## src/rtl/mem_arb_pkg.sv

```systemverilog
// Shared types and constants for the two-requester memory arbiter.
package mem_arb_pkg;
    localparam int NREQ = 2;

    typedef enum logic [1:0] {
        IDLE  = 2'd0,
        ISSUE = 2'd1,
        RESP  = 2'd2
    } state_t;
endpackage

```

## src/rtl/mem_arb_rr.sv

```systemverilog
// Two-way round-robin grant: lone requester wins, contention goes to the one not granted last.
module mem_arb_rr
    import mem_arb_pkg::*;
(
    input  logic [NREQ-1:0] valid,
    input  logic            last_grant,
    output logic [NREQ-1:0] grant
);
    always_comb begin
        grant = '0;
        case (valid)
            2'b01:   grant = 2'b01;
            2'b10:   grant = 2'b10;
            2'b11:   grant = last_grant ? 2'b01 : 2'b10;
            default: grant = '0;
        endcase
    end
endmodule

```

## src/rtl/mem_arbiter.sv

```systemverilog
// Arbitrates two command ports onto one single-port memory, one command every three cycles.
// Accept in IDLE, memory access in ISSUE, response pulse to the owner in RESP.
module mem_arbiter
    import mem_arb_pkg::*;
#(
    parameter int WIDTH  = 8,
    parameter int DEPTH  = 16,
    parameter int ADDR_W = 16
) (
    input  logic              clk,
    input  logic              rst,
    input  logic              req0_valid,
    input  logic              req0_write,
    input  logic [ADDR_W-1:0] req0_addr,
    input  logic [WIDTH-1:0]  req0_wdata,
    output logic              req0_ready,
    input  logic              req1_valid,
    input  logic              req1_write,
    input  logic [ADDR_W-1:0] req1_addr,
    input  logic [WIDTH-1:0]  req1_wdata,
    output logic              req1_ready,
    output logic              rsp0_valid,
    output logic [WIDTH-1:0]  rsp0_rdata,
    output logic              rsp0_err,
    output logic              rsp1_valid,
    output logic [WIDTH-1:0]  rsp1_rdata,
    output logic              rsp1_err,
    output logic              mem_en,
    output logic              mem_write,
    output logic [ADDR_W-1:0] mem_addr,
    output logic [WIDTH-1:0]  mem_write_data,
    input  logic [WIDTH-1:0]  mem_read_data
);
    localparam logic [ADDR_W:0] DEPTH_EXT = (ADDR_W + 1)'(DEPTH);

    state_t            state;
    logic              last_grant;
    logic              cap_owner;
    logic              cap_write;
    logic [ADDR_W-1:0] cap_addr;
    logic [WIDTH-1:0]  cap_wdata;
    logic [NREQ-1:0]   grant;
    logic              accept;
    logic              in_range;
    logic              issue_go;
    logic              rsp_go;
    logic [WIDTH-1:0]  rsp_data;

    mem_arb_rr u_rr (
        .valid      ({req1_valid, req0_valid}),
        .last_grant (last_grant),
        .grant      (grant)
    );

    // Outputs are gated by rst so an in-flight command is cut off in the reset cycle itself.
    assign req0_ready = !rst && (state == IDLE) && grant[0];
    assign req1_ready = !rst && (state == IDLE) && grant[1];
    assign accept     = (req0_valid && req0_ready) || (req1_valid && req1_ready);
    assign in_range   = {1'b0, cap_addr} < DEPTH_EXT;

    always_ff @(posedge clk) begin
        if (rst) begin
            state      <= IDLE;
            last_grant <= 1'b1;
            cap_owner  <= 1'b0;
            cap_write  <= 1'b0;
            cap_addr   <= '0;
            cap_wdata  <= '0;
        end else begin
            case (state)
                IDLE: begin
                    if (accept) begin
                        state      <= ISSUE;
                        last_grant <= grant[1];
                        cap_owner  <= grant[1];
                        cap_write  <= grant[1] ? req1_write : req0_write;
                        cap_addr   <= grant[1] ? req1_addr  : req0_addr;
                        cap_wdata  <= grant[1] ? req1_wdata : req0_wdata;
                    end
                end
                ISSUE:   state <= RESP;
                RESP:    state <= IDLE;
                default: state <= IDLE;
            endcase
        end
    end

    assign issue_go = !rst && (state == ISSUE) && in_range;
    assign rsp_go   = !rst && (state == RESP);
    assign rsp_data = (in_range && !cap_write) ? mem_read_data : '0;

    always_comb begin
        mem_en         = issue_go;
        mem_write      = issue_go && cap_write;
        mem_addr       = issue_go ? cap_addr  : '0;
        mem_write_data = issue_go ? cap_wdata : '0;

        rsp0_valid = rsp_go && !cap_owner;
        rsp1_valid = rsp_go &&  cap_owner;
        rsp0_rdata = rsp0_valid ? rsp_data : '0;
        rsp1_rdata = rsp1_valid ? rsp_data : '0;
        rsp0_err   = rsp0_valid && !in_range;
        rsp1_err   = rsp1_valid && !in_range;
    end
endmodule
```

## config.mk

```make
export PLATFORM = sky130hd
export DESIGN_NAME = mem_arbiter
export DESIGN_NICKNAME = d
export VERILOG_FILES = /design/src/rtl/mem_arb_pkg.sv /design/src/rtl/mem_arb_rr.sv /design/src/rtl/mem_arbiter.sv
export SDC_FILE = /design/constraint.sdc
export NUM_CORES = 1
export LEC_CHECK = 0
export ABC_AREA = 1
export CORE_MARGIN = 4
export CORE_UTILIZATION = 40
export DETAILED_ROUTE_END_ITERATION = 16
export HOLD_SLACK_MARGIN = 0.06
export PLACE_DENSITY_LB_ADDON = 0.1
export SLEW_MARGIN = 20
export SYNTH_ARGS = -nofsm -noshare
export SYNTH_HDL_FRONTEND = slang
export SYNTH_SLANG_ARGS = --single-unit
```

## constraint.sdc

```tcl
create_clock -name clk -period 2.4 [get_ports clk]
set_input_delay 0.48 -clock clk [delete_from_list [all_inputs] [get_ports clk]]
set_output_delay 0.48 -clock clk [all_outputs]
set_load 0.02 [all_outputs]
```

==> reports/qor.txt <==
max_slew headroom: 54.7%
critical path arrival: 1790 ps
Leakage: 0.00135 uW
Setup CP Type: in -> out
nets: 476
most frequent cells in the layout: nor2_1, clkdlybuf4s50_1, nand2_1
crit-path max FO: 14
grt ovf: 0
maximum clock rate: 440 MHz
pin count of the biggest net entering global routing: 31
r2r startpoint: last_grant
Hold Crit Class: reg -> reg
fin crit period: 2270 ps
Hold Path Cell Cnt: 2
1st-iter DRT viols: 69
Setup crit end kind: output pin
CTS Buf Count: 5
Max clock buf depth: 2
worst skew pair latency: 280 ps
number of synthesized register bits: 29
CTS root buf: clkbuf_8
# hold bufs at CTS: 0
DIE AREA: 5690 um^2
most common cell after layout, fill and taps aside: nor2_1
final number of hold-violating endpoints: 0
Top cell by count, worst path: nor2_2
crit-path max cell delay: 460 ps
antenna diode count: 0
startpoint types: input pin
Critical Path, Cell by Cell: clkdlybuf4s50_1 > nor2_2 > inv_2 > nor2_2 > nand3_2 > buf_12 > nor2_1 > buf_2
crit-path leading delay family: buffers and inverters
r2r endpoint: cap_addr[8]
Mapped Area: 1820 um^2
fin crit share: 94.7%
final instance area: 2780 um^2
clock-pin slew on the worst setup and hold paths: 60 ps
GP Congestion: 0.761
Distinct cells, synth: 21
via count: 2,120
Pwr Total: 1320 uW
number of buffers and inverters on the critical path: 4
FP Rows: 24
Hold EP: cap_owner
first-pass GRT wire length: 7.83 mm
PortBufs: 97
Core ar.: 4380 um^2
Die X: 75.4 um
initial antenna violation count: 0
Clock Sinks: 29
Placed Area: 2860 um^2
CP max-delay cell: clkdlybuf4s50_1
dpl hpwl: 3.83 mm
H-tree lvl count: 2
status: finished clean
Slew Viols, Final: 0
setup violators final: 0
Syn Area/Cell: 5.86 um^2
number of global-route vias before repair: 1,847
WL per Instance: 11.1 um
aggregate global-route resource usage: 18.0%
Peak VDD IR: 0.410 mV
Final Util: 63.5%
drt drc: 0
final worst hold slack: 479 ps
Routed Antenna Nets: 0
sequential area share after synthesis: 31.9%
Mapped Cells: 310
initial core utilization: 41.5%
Reg2Reg Depth: 6
I/O pin count: 110
Required @ worst endpoint: 1920 ps
CTS tree: done
Slew @ Worst Pin: 678 ps
hold path startpoint: cap_owner
RSZ-0062 raised after global routing: false
DR vias/cell: 4.54
power density cells: 474 nW/um^2
Area Overhead vs Synth: 53.1%
Die Ht: 75.4 um
max cap viols: 0
Detailed Routing Iterations Pass 1: 4
routed wire length: 5.19 mm
Worst Skew: 4.76 ps
reg-to-reg slack, setup: 940 ps
fraction of layout cells with a size suffix above 1: 16.4%
Ys Warns: 0
[cells by family (layout without fill, tap and decap cells)]
| kind of cell | count (synthesis) | after routing | synth area share, % |
|---|---|---|---|
| AND/OR/NAND/NOR | 189 | 189 | 43.8 |
| buffers and inverters | 69 | 163 | 17.8 |
| flip-flops | 29 | 29 | 31.9 |
| other | 1 | 12 | 0.206 |
| AO/OA/AOI/OAI | 22 | 22 | 6.26 |
[area by class of cell]
type	instances	area [um^2]
clock buffer	6	72.6
sequential	29	581
clock inverter	2	10.0
fill	451	1600
tap	52	65.1
inverter	44	165
timing repair buffer	111	930
multi-input combinational	223	961
[registers in the layout (all words and copies together), names as in the netlist]
register / cells
state: 2
cap_addr: 16
cap_wdata: 8
cap_owner: 1
cap_write: 1
last_grant: 1
[per-layer routing]
metal	GRT usage, %	wire length, um
met2	33.3	2640
met3	5.54	428
met5	0	0
met1	19.6	2030
met4	5.24	82
[Yosys cell counts (all sizes together)]
library cell	number	share of area (%)
nor2	107	24
nand2	53	11
inv	43	8.9
dfxtp	29	32
a21oi	22	6.3
buf	20	7.6
nand3	14	4.4
nand4	8	2.8
nor3	6	1.7
clkbuf	5	1.0
and2	1	0.34
clkinv	1	0.21
conb	1	0.21
[worst max path at each step]
| stage | from | endpoint | slack [ps] | depth (start not counted) |
|---|---|---|---|---|
| floorplan | rst | rsp1_err | 390 | 5 |
| global placement | rst | mem_write | -270 | 8 |
| detailed placement | rst | mem_write_data[5] | -350 | 8 |
| CTS | rst | mem_write_data[0] | 1 | 8 |
| global route | rst | req0_ready | 2 | 7 |
| finish | rst | mem_write_data[6] | 130 | 8 |
[through the flow]
stage	setup WS [ps]	TNS (ps)	cells
2_1_floorplan	390	0	321
3_3_place_gp	-267	-7840	459
3_5_place_dp	-345	-9190	459
4_1_cts	1.49	0	467
5_1_grt	1.55	0	467
6_report	128	0	467
[repair_timing]
| item | CTS | global route |
|---|---|---|
| setup buffers | 0 | 0 |
| hold endpoints to repair | 0 | 0 |
| setup endpoints to repair | 36 | 32 |
| resized for setup | 63 | 53 |
[tightest hold or removal path, stage by stage, from the launching register on]
cell and delay (ps):
dfxtp_1 320, nand2_1 60, a21oi_1 50
[report_power, final]
| part | switching (uW) | internal (uW) |
|---|---|---|
| Combinational | 211 | 182 |
| Sequential | 16.4 | 527 |
| Clock | 183 | 200 |
(Power assumes the default switching activity.)
